--- src/rtl/dso_pkg.sv ---
// Shared widths and helpers for the DSO sample path.
package dso_pkg;

  localparam int FIR_OUT_W      = 20;
  localparam int DSO_SAMPLE_W   = 8;
  localparam int FIR_GAIN_SHIFT = 7;

  // Smallest r such that 2**r >= n; usable in constant expressions.
  function automatic int clog2(input int n);
    int r;
    r = 0;
    while ((1 << r) < n) r++;
    return r;
  endfunction

endpackage

--- src/rtl/sync_fifo.sv ---
// Register-based synchronous FIFO with occupancy count.
// A push into a full FIFO is accepted only when a pop happens in the same cycle.
module sync_fifo
  import dso_pkg::*;
#(
  parameter int WIDTH = 8,
  parameter int DEPTH = 16
) (
  input  logic                   clk,
  input  logic                   rstn,
  input  logic                   push,
  input  logic                   pop,
  input  logic [WIDTH-1:0]       wdata,
  output logic [WIDTH-1:0]       rdata,
  output logic [clog2(DEPTH):0]  level,
  output logic                   full,
  output logic                   empty
);

  localparam int AW = clog2(DEPTH);
  localparam int LW = AW + 1;

  logic [WIDTH-1:0] mem [DEPTH];
  logic [AW-1:0]    wr_ptr;
  logic [AW-1:0]    rd_ptr;
  logic             wr_en;
  logic             rd_en;

  assign empty = (level == '0);
  assign full  = (level == LW'(DEPTH));
  assign rd_en = pop && !empty;
  assign wr_en = push && (!full || rd_en);

  // Force the head to zero when empty so the output is defined without resetting storage.
  assign rdata = empty ? '0 : mem[rd_ptr];

  // Sample storage.
  // NOTE: storage is not reset; pointers and level define validity, so a memory reset buys nothing.
  always_ff @(posedge clk) begin
    if (wr_en) mem[wr_ptr] <= wdata;
  end

  // Pointers wrap naturally because DEPTH is a power of two; level tracks occupancy.
  always_ff @(posedge clk) begin
    if (!rstn) begin
      wr_ptr <= '0;
      rd_ptr <= '0;
      level  <= '0;
    end else begin
      if (wr_en) wr_ptr <= wr_ptr + 1'b1;
      if (rd_en) rd_ptr <= rd_ptr + 1'b1;
      case ({wr_en, rd_en})
        2'b10:   level <= level + 1'b1;
        2'b01:   level <= level - 1'b1;
        default: level <= level;
      endcase
    end
  end

endmodule

--- src/rtl/fir_out_packer.sv ---
// FIR output consumer: round, rescale and clip each result to an unsigned
// display sample, buffer it, and account for samples lost to a full FIFO.
module fir_out_packer
  import dso_pkg::*;
#(
  parameter int IN_W  = FIR_OUT_W,
  parameter int OUT_W = DSO_SAMPLE_W,
  parameter int SHIFT = FIR_GAIN_SHIFT,
  parameter int DEPTH = 16,
  parameter int CNT_W = 16
) (
  input  logic                  clk,
  input  logic                  rstn,
  input  logic                  in_valid,
  input  logic [IN_W-1:0]       in_data,
  input  logic                  clr,
  output logic                  out_valid,
  input  logic                  out_ready,
  output logic [OUT_W-1:0]      out_data,
  output logic [clog2(DEPTH):0] level,
  output logic                  sat_pulse,
  output logic                  ovf,
  output logic [CNT_W-1:0]      drop_cnt
);

  // Half an output LSB, added before the shift to round half-up.
  localparam logic [IN_W:0] RND = (IN_W + 1)'(1) << (SHIFT - 1);

  logic [IN_W:0]        r1;
  logic                 v1;
  logic signed [IN_W:0] q;
  logic [OUT_W-1:0]     res_c;
  logic                 sat_c;
  logic [OUT_W-1:0]     res2;
  logic                 sat2;
  logic                 v2;
  logic                 full;
  logic                 empty;
  logic                 pop;
  logic                 drop;

  // Stage 1: sign-extend by one bit so adding the rounding constant cannot overflow.
  always_ff @(posedge clk) begin
    if (!rstn) begin
      v1 <= 1'b0;
      r1 <= '0;
    end else begin
      v1 <= in_valid;
      r1 <= {in_data[IN_W-1], in_data} + RND;
    end
  end

  // Arithmetic shift, then clip to the unsigned output range.
  // NOTE: combinational logic uses blocking '=' and defaults every output first so no latch is inferred.
  always_comb begin
    q     = $signed(r1) >>> SHIFT;
    res_c = q[OUT_W-1:0];
    sat_c = 1'b0;
    if (q[IN_W]) begin
      res_c = '0;
      sat_c = 1'b1;
    end else if (|q[IN_W-1:OUT_W]) begin
      res_c = '1;
      sat_c = 1'b1;
    end
  end

  // Stage 2: register the clipped sample; it is pushed into the FIFO on the following edge.
  // NOTE: sequential state uses non-blocking '<=' so every register samples pre-edge values.
  always_ff @(posedge clk) begin
    if (!rstn) begin
      v2   <= 1'b0;
      res2 <= '0;
      sat2 <= 1'b0;
    end else begin
      v2   <= v1;
      res2 <= res_c;
      sat2 <= sat_c;
    end
  end

  assign out_valid = !empty;
  assign pop       = out_valid && out_ready;
  assign drop      = v2 && full && !pop;

  sync_fifo #(
    .WIDTH (OUT_W),
    .DEPTH (DEPTH)
  ) u_fifo (
    .clk   (clk),
    .rstn  (rstn),
    .push  (v2),
    .pop   (pop),
    .wdata (res2),
    .rdata (out_data),
    .level (level),
    .full  (full),
    .empty (empty)
  );

  // Saturation pulse aligned with the push; sticky overflow and saturating drop count, clr wins except over a same-cycle drop.
  always_ff @(posedge clk) begin
    if (!rstn) begin
      sat_pulse <= 1'b0;
      ovf       <= 1'b0;
      drop_cnt  <= '0;
    end else begin
      sat_pulse <= v2 && sat2;
      if (clr) begin
        ovf      <= drop;
        drop_cnt <= CNT_W'(drop);
      end else if (drop) begin
        ovf <= 1'b1;
        if (drop_cnt != '1) drop_cnt <= drop_cnt + 1'b1;
      end
    end
  end

endmodule
--- config.mk ---
export PLATFORM = sky130hd
export DESIGN_NAME = fir_out_packer
export DESIGN_NICKNAME = d
export VERILOG_FILES = /design/src/rtl/dso_pkg.sv /design/src/rtl/sync_fifo.sv /design/src/rtl/fir_out_packer.sv
export SDC_FILE = /design/constraint.sdc
export NUM_CORES = 1
export LEC_CHECK = 0
export CAP_MARGIN = 15
export CORE_ASPECT_RATIO = 0.5
export CORE_MARGIN = 2
export CORE_UTILIZATION = 58
export CTS_CLUSTER_SIZE = 28
export DETAILED_ROUTE_END_ITERATION = 16
export GPL_TIMING_DRIVEN = 1
export PLACE_DENSITY_LB_ADDON = 0.3
export SETUP_SLACK_MARGIN = 0.2
export SLEW_MARGIN = 20
export SYNTH_ARGS = -nofsm -noshare
export SYNTH_HDL_FRONTEND = slang
export SYNTH_SLANG_ARGS = --single-unit
--- constraint.sdc ---
create_clock -name clk -period 3.75 [get_ports clk]
set_clock_uncertainty 0.2 [all_clocks]
set_input_delay 0.375 -clock clk [delete_from_list [all_inputs] [get_ports clk]]
set_output_delay 0.375 -clock clk [all_outputs]
set_load 0.02 [all_outputs]
* After elaboration in Yosys (flattened, before gate mapping) *
Memory sizes are Yosys's and may differ from the RTL's. A register that Yosys moved wholly into a read port is not among the register bits.
Index checks and enable logic that the tools add are counted.

word-level totals
  output and inout port bits = 32
  register bits = 63
  memory bits (writable) = 128
  memories kept = 1

cells by class
  add/subtract/negate cells = 6
  reduce and logical (&&, ||, !) cells = 19
  multiplexer cells = 14
  bitwise operators = 1
  eq/ne operators = 4

memories
  name        depth  bits a word  read ports  clocked after Yosys merged registers in  write ports  line             RTL
  u_fifo.mem  16     8            1           1                                        1            sync_fifo.sv:23  logic [WIDTH-1:0] mem [DEPTH];

operator list
  operator                                              number
  adder 20 x 8 -> 21 bit (second input constant)        1
  adder 16 x 1 -> 16 bit (second input constant)        1
  two-way mux 8 bit                                     2
  != test 16 bit (second input constant)                1
  case mux 5 bit (2 select lines)                       1
  two-way mux 1 bit                                     9
  adder 4 x 1 -> 4 bit (second input constant)          2
  two-way mux 4 bit                                     2
  logical AND 1 bit                                     6
  nonzero test 2 bit                                    3
  OR reduction 6 bit                                    1
  adder 5 x 1 -> 5 bit (second input constant)          1
  equality test 5 bit (second input constant)           1
  zero test 5 bit                                       1
  subtractor 5 x 1 -> 5 bit (second input constant)     1
  AND reduction 2 bit                                   2
  OR reduction 2 bit                                    2
  zero test 1 bit                                       3
  equality test 2 x 1 -> 1 bit (second input constant)  1
  equality test 2 bit (second input constant)           1
  logical OR 1 bit                                      1
  NOT 1 bit                                             1

* Depth between registers and ports, before layout *
Gate-level depths: netlist (run 1).

  word-level depth = 8
  gate-level depth with buffers = 10

* Cells and area by module *
From an unflattened synthesis (run 1), not the netlist that was laid out.

unflattened totals
  cells, all modules = 525
  area, all modules = 7855.0 um2

by module, submodules not included
  module          cells an instance  times used  seq. area each (um2)  area an instance (um2)
  sync_fifo       330                1           4184.0                6003.3
  fir_out_packer  195                1           860.8                 1851.8

* Least setup slack after synthesis (run 1) *
No wires, ideal clock.

  kind = register -> register
  start = register u_fifo.level[0]
  end = register u_fifo.level[4]
  path slack = 949 ps
  cell stages (with the launch flop) = 11
  buffers on the path = 1
  data arrival time = 2530 ps
  clock period less this slack = 2801 ps
  path through = dfxtp_1 or4_1 buf_2 o21ai_1 nor2_1 xor2_1 ha_1 nor3_1 nand2_1 mux2i_1 mux2i_1

on the way
  cells in the longest elaborated chain, start to end = 8
  elaborated cells between the ends (all ways) = 14
  those cells by class = 2 x add/sub; 3 x eq/ne; 1 x mux; 8 x reduce/logical

RTL lines
  what                                                                   line                                   RTL
  start, declared                                                        sync_fifo.sv:15                        output logic [clog2(DEPTH):0] level,
  start signal, assigned                                                 sync_fifo.sv:53                        2'b10: level <= level + 1'b1;
  start signal, assigned                                                 sync_fifo.sv:54                        2'b01: level <= level - 1'b1;
  start signal, assigned                                                 sync_fifo.sv:55                        default: level <= level;
  zero test 5 bit                                                        sync_fifo.sv:29                        assign empty = (level == '0);
  zero test 1 bit                                                        sync_fifo.sv:31, fir_out_packer.sv:82
  logical AND 1 bit                                                      fir_out_packer.sv:83                   assign pop = out_valid && out_ready;
  logical AND 1 bit                                                      sync_fifo.sv:31                        assign rd_en = pop && !empty;
  logical OR 1 bit                                                       sync_fifo.sv:32                        assign wr_en = push && (!full || rd_en);
  logical AND 1 bit                                                      sync_fifo.sv:32
  equality test 2 x 1 -> 1 bit or equality test 2 bit (tied branches)    sync_fifo.sv:52                        case ({wr_en, rd_en})
  case mux 5 bit (2 select lines) or nonzero test 2 bit (tied branches)  -

Parallel ways exist; a longest one is shown, timed or not.
A chain may end at the register's enable or synchronous reset.

* Worst setup path after layout (run 1) *
  start = register u_fifo.level[1]
  end = output out_data[7]

on the way
  cells in the longest elaborated chain, start to end = 2

RTL lines
  what               line                  RTL
  zero test 5 bit    sync_fifo.sv:29
  two-way mux 8 bit  sync_fifo.sv:35       assign rdata = empty ? '0 : mem[rd_ptr];
  end, declared      fir_out_packer.sv:19  output logic [OUT_W-1:0] out_data,

Every way passes these cells.

==> results.cfg, run 1 <==
[run_status]
status = finished clean

[yosys]
ys_ff_latch = 188
seq_area_frac_synth_pct = 66.2
yosysUniqueCellTypes = 44
synthFlopType = edfxtp_1
syn_inst = 519
async_flop_share_pct = 0
syn_nets = 552
synth-edff-count = 128
synth_area_per_cell_sq_um = 14.7
syn_area_sq_mm = 0.00762
yosys_warnings = 0

[placed_design]
dp_hpwl_um = 9590
gp_congestion = 0.778
io_buffers = 50
preCtsSetupSlack_ps = 805

[floorplanning]
core_sq_mm = 0.0127
start_util_pct = 59.8
floorplan.die.width_um = 166
pin_count = 57
die-height_um = 85.1
dieArea_sq_mm = 0.0141
rows = 29

[clocking]
cts_buffers = 17
clock_latency_ps = 430
root_buffer = clkbuf_16
postCtsSetupBuffers = 0
clk_pin_slew_worst_paths_ps = 70
cts.sinks = 188
hold_buffers = 0
clock_path_buffers = 2
cts-resized-gates = 0
htree_levels = 4
cts_tree = yes

[layout]
areaGrowthSynthToFinish_pct = 17.6
multi_input_area_sq_mm = 0.00244
n_antenna_cell = 0
finalNetCount = 613
nFillCells = 823
drive_gt1_share_pct = 14.2
final_common_cell = edfxtp_1
layout_common_cells = edfxtp_1 (128), dfxtp_1 (59), clkdlybuf4s50_1 (50)
seqCellArea_sq_mm = 0.00505

[timing]
min_period_ps = 3340
hold_slack_ps = 232
timing.slew.headroom_pct = 60.5
rsz0062_at_grt = no
worst_slew_pin_slew_ps = 592
finalHoldViolations = 0
drv_slew = 0
min_period_over_period_pct = 89.0
fmax_mhz = 299
setup_tns_ps = 0
setup_viol = 0
setup_ws_ps = 411

[drt]
firstDrtPassIters = 4
drc = 0
drt_iter0_markers = 360
antenna_left = 0
vias = 4603
totalWireLength_um = 15500
wl_per_cell_um = 20.4
viasPerCell = 6.03

[worst_hold_path]
hold_start = v1
hold_class = reg2reg

[grt]
track_usage_pct = 23.1
grt_pass1_vias = 4375
grt_max_degree = 33
overflow = 0
antenna_found_initial = 0
grt_pass1_wl_um = 24600

[pwr]
vdd_drop_max_mv = 0.385
power.density_mw_per_mm2 = 588
total_power_mw = 5.27
leakage_nw = 2.92

[worst_setup_path]
r2r_start = u_fifo.level[0]
r2r_setup_slack_ps = 960
cp-end-kind = primary output
crit_fanout = 8
critPathRequiredTime_ps = 3170
arrival_ps = 2760
crit_type = reg2out
critPathLaunchType = flip-flop
startpoint = u_fifo.level[1]

[run]
drv_cap = 0
-- routing by layer --
metal | share of wire (%) | vias to the layer above | track usage, % | wire (um)
met3 | 8.2 | 14 | 5.18 | 1270
met2 | 48 | 194 | 35.8 | 7380
met1 | 43 | 2253 | 33.9 | 6760
met5 | 0 | - | 0 | 0
li1 | - | 2142 | - | -
met4 | 0.78 | 0 | 5.93 | 121
-- logic make-up (layout without fill, tap and decap cells) --
| logic type | after synthesis | in the layout | synth area share, % |
|---|---|---|---|
| AOI/OAI and AO/OA | 67 | 67 | 5.63 |
| adders and majority gates | 8 | 8 | 1.31 |
| DFF | 188 | 188 | 66.2 |
| and+or+nand+nor | 147 | 147 | 10.4 |
| xor gates and xnor gates | 14 | 14 | 1.61 |
| buffers and inverters | 36 | 110 | 1.81 |
| muxes | 59 | 59 | 13.0 |
-- sequential cells by signal (all words and copies together) (netlist names), named ones only --
| signal | cells |
|---|---|
| u_fifo.mem | 128 |
| sat_pulse | 1 |
| r1 | 14 |
| u_fifo.wr_ptr | 4 |
| res2 | 8 |
| v2 | 1 |
| ovf | 1 |
| u_fifo.level | 5 |
| u_fifo.rd_ptr | 4 |
| v1 | 1 |
| drop_cnt | 16 |
| sat2 | 1 |
-- synth_stat cells (3+ instances only) --
cell	instances	area share (%)
clkbuf_1	17	0.84
nand4_1	12	0.99
mux2i_1	26	3.4
nor2_1	30	1.5
o21ai_0	11	0.72
mux4_2	32	9.5
or3_1	7	0.57
nand2_1	22	1.1
xnor2_1	8	0.92
edfxtp_1	128	50
and3_1	3	0.25
nand2b_1	9	0.74
nor3_1	10	0.66
and2_1	15	1.2
inv_1	11	0.54
nand3_1	12	0.79
o31ai_1	8	0.79
nor4_1	8	0.66
buf_1	6	0.30
o22ai_1	8	0.66
dfxtp_1	60	16
a31oi_1	3	0.25
a21oi_1	16	1.1
o21a_1	12	1.2
or4_1	10	0.99
ha_1	8	1.3
xor2_1	6	0.69
-- final timing paths --
path	to	cells after the start
setup / recovery	out_data[7]	6
hold / removal	v2	1
setup reg to reg	u_fifo.level[4]	10
hold reg to reg	v2	1
-- final cells by class --
| type | instances | share of cell area, % |
|---|---|---|
| Tap cell | 170 | 2.37 |
| Clock buffer | 18 | 4.79 |
| Sequential cell | 188 | 56.3 |
| Timing Repair Buffer | 67 | 7.15 |
| Inverter | 11 | 0.461 |
| Clock inverter | 14 | 1.66 |
| Multi-Input combinational cell | 295 | 27.3 |
-- critical path, stage by stage (launching register included) --
cell and delay, ps:
dfxtp_1 490, nor4_2 90, buf_4 170, nand2b_1 210
nand2_1 290, o22ai_1 420, clkdlybuf4s50_1 680
-- per-stage QoR --
stage / utilization (%) / cells / instance area (sq um)
floorplan: - / 519 / 7620
detailed placement: 65.8 / 731 / 8390
CTS: 70.4 / 763 / 8960
global route: 70.4 / 763 / 8960
finish: 70.4 / 763 / 8960
global placement: 65.8 / 731 / 8390
-- power breakdown --
group          switching (mW)  total [mW]  internal (mW)
logic                   0.586        1.17          0.581
clock network           0.838        1.73          0.890
registers              0.0920        2.38           2.28
total                    1.52        5.27           3.76
Note: power is estimated with default switching activity, not from simulation.
==> run 2: changes to the inputs <==
--- a/config.mk
+++ b/config.mk
@@ -7,7 +7,7 @@
 export LEC_CHECK = 0
 export CAP_MARGIN = 15
 export CORE_ASPECT_RATIO = 0.5
-export CORE_MARGIN = 2
+export CORE_MARGIN = 3
 export CORE_UTILIZATION = 58
 export CTS_CLUSTER_SIZE = 28
 export DETAILED_ROUTE_END_ITERATION = 16
==> results.cfg, run 2 (synthesis gave the netlist of run 1 again) <==
[pwr]
switching_power_mw = 1.52
vdd_drop_max_mv = 0.464
power.density_mw_per_mm2 = 603
leakage_nw = 2.91
swShare_pct = 28.1
p_comb_share_pct = 21.5
seqPwrFrac_pct = 44.8
pwr-share-clk_pct = 33.7
p_int_mw = 3.88

[clocking]
root_buffer = clkbuf_16
cts.sinks = 188
cts_buffers = 17
clock_latency_ps = 420
clock_path_buffers = 2
htree_levels = 4
clk_pin_slew_worst_paths_ps = 60
cts_tree = yes

[run]
drv_cap = 0

[worst_hold_path]
hold_class = reg2reg
min_path_cells = 1

[timing]
min_period_ps = 3370
fmax_mhz = 297
min_period_over_period_pct = 89.8
setup_viol = 0
setup_ws_ps = 383
setup_tns_ps = 0
rsz0062_at_grt = no
drv_slew = 0
worst_slew_pin_slew_ps = 916
timing.slew.headroom_pct = 38.7
finalHoldViolations = 0

[drt]
viasPerCell = 6.18
antenna_left = 0
wl_per_cell_um = 21.4
vias = 4650
drt_iter0_markers = 322
firstDrtPassIters = 5
totalWireLength_um = 16100
drc = 0

[floorplanning]
floorplan.die.width_um = 168
die-height_um = 87.1
core_sq_mm = 0.0123
start_util_pct = 62.0
dieArea_sq_mm = 0.0146
rows = 28
pin_count = 57

[placed_design]
gp_congestion = 0.812
preCtsSetupSlack_ps = 825
dp_hpwl_um = 9760
io_buffers = 50

[layout]
areaGrowthSynthToFinish_pct = 17.5
layout_common_cells = edfxtp_1 (128), dfxtp_1 (59), clkdlybuf4s50_1 (50)
reg_top3 = u_fifo.mem: 128 flops, drop_cnt: 16 flops, r1: 14 flops
largest_register = u_fifo.mem
final_common_cell = edfxtp_1
largest_reg_flops = 128
drive_gt1_share_pct = 13.4
n_antenna_cell = 0
finalNetCount = 609

[grt]
met2_usage_pct = 36.0
use_met3_pct = 6.26
overflow = 0
met1_usage_pct = 32.2
grt_pass1_wl_um = 25100
track_usage_pct = 23.3
busiest_layer = met2
grt_pass1_vias = 4558
grt_max_degree = 33
antenna_found_initial = 0

[run_status]
status = finished clean

[worst_setup_path]
crit_type = reg2out
cp-end-kind = primary output
critPathRequiredTime_ps = 3170
critPathLaunchType = flip-flop
r2r_setup_slack_ps = 1060
rr_worst_depth = 5
crit_fanout = 8
arrival_ps = 2790
run 2: critical path, stage by stage (launching register included):
cell and delay [ps]:
dfxtp_1 500, nor4_2 90, buf_4 170, nand2b_1 280, nand2_1 310, o22ai_1 350
clkdlybuf4s50_1 670
run 2: final cells by class:
| type | count | area, sq um |
|---|---|---|
| fillers | 753 | 3340 |
| flip-flops and latches | 188 | 5050 |
| inverters | 11 | 41.3 |
| clock buffers | 17 | 425 |
| clock inverters | 14 | 175 |
| multi-input cells | 295 | 2440 |
| repair buffers | 63 | 611 |
| well taps | 165 | 206 |
run 2: routing by layer:
metal	routed length, um	up-vias
met4	313	0
met2	7430	221
met1	7060	2271
li1	-	2133
met3	1290	25
met5	0	-
run 2: power by group through the flow:
stage	clock [mW]	combinational (mW)	sequential, mW
final	1.82	1.16	2.42
after global routing	1.92	1.24	2.43
after CTS	1.84	1.16	2.42
after detailed placement	0	1.14	2.46
after global placement	0	1.12	2.45
after floorplan	0	0.771	2.41
run 2: stage by stage:
step	instance area, sq um	total power [mW]	hold WS, ps	util, %	std cells
after CTS	8950	5.42	243	72.8	753
final	8950	5.40	245	72.8	753
after global routing	8950	5.60	265	72.8	753
after detailed placement	8350	3.60	227	67.9	722
after floorplan	7620	3.18	212	-	519
after global placement	8350	3.57	214	67.9	722
run 2: final timing paths:
| check | from | endpoint |
|---|---|---|
| worst max-delay path | u_fifo.level[0] | out_data[1] |
| worst min-delay path | v1 | v2 |
| worst max register to register | u_fifo.level[0] | u_fifo.mem[11][0] |
| worst min register to register | v1 | v2 |
run 2: timing repair:
| item | in CTS | in global routing |
|---|---|---|
| hold buffers | 0 | 0 |
| setup endpoints to repair | 0 | 1 |
| resized for setup | 0 | 1 |
| setup buffers | 0 | 0 |
| hold endpoints to repair | 0 | 0 |
==> run 3: changes to the inputs <==
--- a/config.mk
+++ b/config.mk
@@ -5,14 +5,13 @@
 export SDC_FILE = /design/constraint.sdc
 export NUM_CORES = 1
 export LEC_CHECK = 0
-export CAP_MARGIN = 15
 export CORE_ASPECT_RATIO = 0.5
 export CORE_MARGIN = 3
-export CORE_UTILIZATION = 58
+export CORE_UTILIZATION = 60
 export CTS_CLUSTER_SIZE = 28
 export DETAILED_ROUTE_END_ITERATION = 16
 export GPL_TIMING_DRIVEN = 1
-export PLACE_DENSITY_LB_ADDON = 0.3
+export PLACE_DENSITY_LB_ADDON = 0.1
 export SETUP_SLACK_MARGIN = 0.2
 export SLEW_MARGIN = 20
 export SYNTH_ARGS = -nofsm -noshare
==> constraint.sdc (replaced) <==
create_clock -name clk -period 3.9 [get_ports clk]
set_clock_uncertainty 0.2 [all_clocks]
set_input_delay 0.39 -clock clk [delete_from_list [all_inputs] [get_ports clk]]
set_output_delay 0.39 -clock clk [all_outputs]
set_load 0.02 [all_outputs]
==> results.cfg, run 3 (synthesis gave the netlist of run 1 again) <==
[run_status]
status = finished clean

[floorplanning]
start_util_pct = 62.9
floorplan.die.width_um = 165
die-height_um = 85.7
pin_count = 57
dieArea_sq_mm = 0.0142
rows = 28
core_sq_mm = 0.0121

[clocking]
cts.sinks = 188
cts-resized-gates = 0
hold_buffers = 0
cts_tree = yes
clk_pin_slew_worst_paths_ps = 70
clock_path_buffers = 2
root_buffer = clkbuf_16
cts_buffers = 17
clock_latency_ps = 430
htree_levels = 4
postCtsSetupBuffers = 0

[layout]
areaGrowthSynthToFinish_pct = 17.8
final_cells = 758
layout_common_cells = edfxtp_1 (128), dfxtp_1 (59), clkdlybuf4s50_1 (50)
drive_gt1_share_pct = 14.2
largest_reg_flops = 128
final_cell_area_sq_mm = 0.00897
multi_input_area_sq_mm = 0.00244
finalNetCount = 613
seqCellArea_sq_mm = 0.00505
reg_top3 = u_fifo.mem: 128 flops, drop_cnt: 16 flops, r1: 14 flops
final_common_cell = edfxtp_1
n_antenna_cell = 0
largest_register = u_fifo.mem
nFillCells = 768

[pwr]
total_power_mw = 5.13
leakage_nw = 2.92
p_int_mw = 3.67
pwr-share-clk_pct = 33.6
swShare_pct = 28.4
power.density_mw_per_mm2 = 572
switching_power_mw = 1.46
vdd_drop_max_mv = 0.335
seqPwrFrac_pct = 44.6
p_comb_share_pct = 21.8

[timing]
drv_slew = 0
timing.slew.headroom_pct = 48.8
finalHoldViolations = 0
setup_viol = 0
fmax_mhz = 301
setup_tns_ps = 0
min_period_ps = 3320
rsz0062_at_grt = no
min_period_over_period_pct = 85.1
setup_ws_ps = 582
worst_slew_pin_slew_ps = 767

[grt]
grt_pass1_vias = 4551
grt_pass1_wl_um = 25200
overflow = 0
grt_max_degree = 33
track_usage_pct = 24.0
antenna_found_initial = 0

[drt]
wl_met3_um = 1320
drc = 0
drt_iter0_markers = 321
firstDrtPassIters = 5
totalWireLength_um = 15500
antenna_left = 0
wl_per_cell_um = 20.4
vias = 4629
viasPerCell = 6.11
wl_met2_um = 7170
met1_length_um = 6800
topRoutingLayerUsed = met4

[worst_setup_path]
critPathLaunchType = flip-flop
critPathRequiredTime_ps = 3310
arrival_ps = 2730
crit_type = reg2out
crit_fanout = 8
cp-end-kind = primary output

[run]
drv_cap = 0

[placed_design]
dp.cells = 726
io_buffers = 50
preCtsSetupSlack_ps = 1070
dp_hpwl_um = 9880
gp_congestion = 0.801
placed_cell_area_sq_mm = 0.00838

[worst_hold_path]
hold_class = reg2reg
-- run 3: changes by cell type in the layout (fill, tap and decap cells not counted), sizes merged --
cell | previous run | this run
clkinvlp | 0 | 2
bufinv | 2 | 1
buf | 13 | 17
-- run 3: area by class of cell --
class                      count  area share (%)
sequential                   188            56.2
multi-input combinational    295            27.2
timing repair buffer          67            7.14
clock buffer                  17            4.74
tap                          165            2.30
clock inverter                15            1.90
inverter                      11           0.460
-- run 3: power groups by stage --
stage	Sequential, mW	Combinational [mW]	Clock (mW)
final	2.29	1.12	1.72
after global routing	2.30	1.23	1.83
after CTS	2.29	1.13	1.75
after global placement	2.33	1.11	0
after detailed placement	2.33	1.13	0
after floorplan	2.31	0.741	0
-- run 3: worst paths after layout --
kind	start	to	slack, ps	cells after the start
min	v1	v2	230	1
min reg2reg	v1	v2	230	1
max	u_fifo.level[1]	out_data[1]	580	6
max reg2reg	u_fifo.level[1]	u_fifo.level[4]	1250	9
-- run 3: through the flow --
step                      hold slack (ps)  util, %
after detailed placement              218     69.1
after global placement                219     69.1
after global routing                  240     74.0
final                                 235     74.0
after CTS                             236     74.0
after floorplan                       212        -
-- run 3: critical path, cell delays in order (launching register included) --
cell and delay [ps]:
dfxtp_1 500, nor4_2 90, buf_4 170, nand2b_1 250
nand2_1 280, o22ai_1 340, clkdlybuf4s50_1 670
-- run 3: per-layer routing --
layer,global-route usage (%),up-vias
met5,0,-
met4,8.00,0
met3,6.37,18
met2,35.7,188
met1,35.2,2275
li1,-,2148
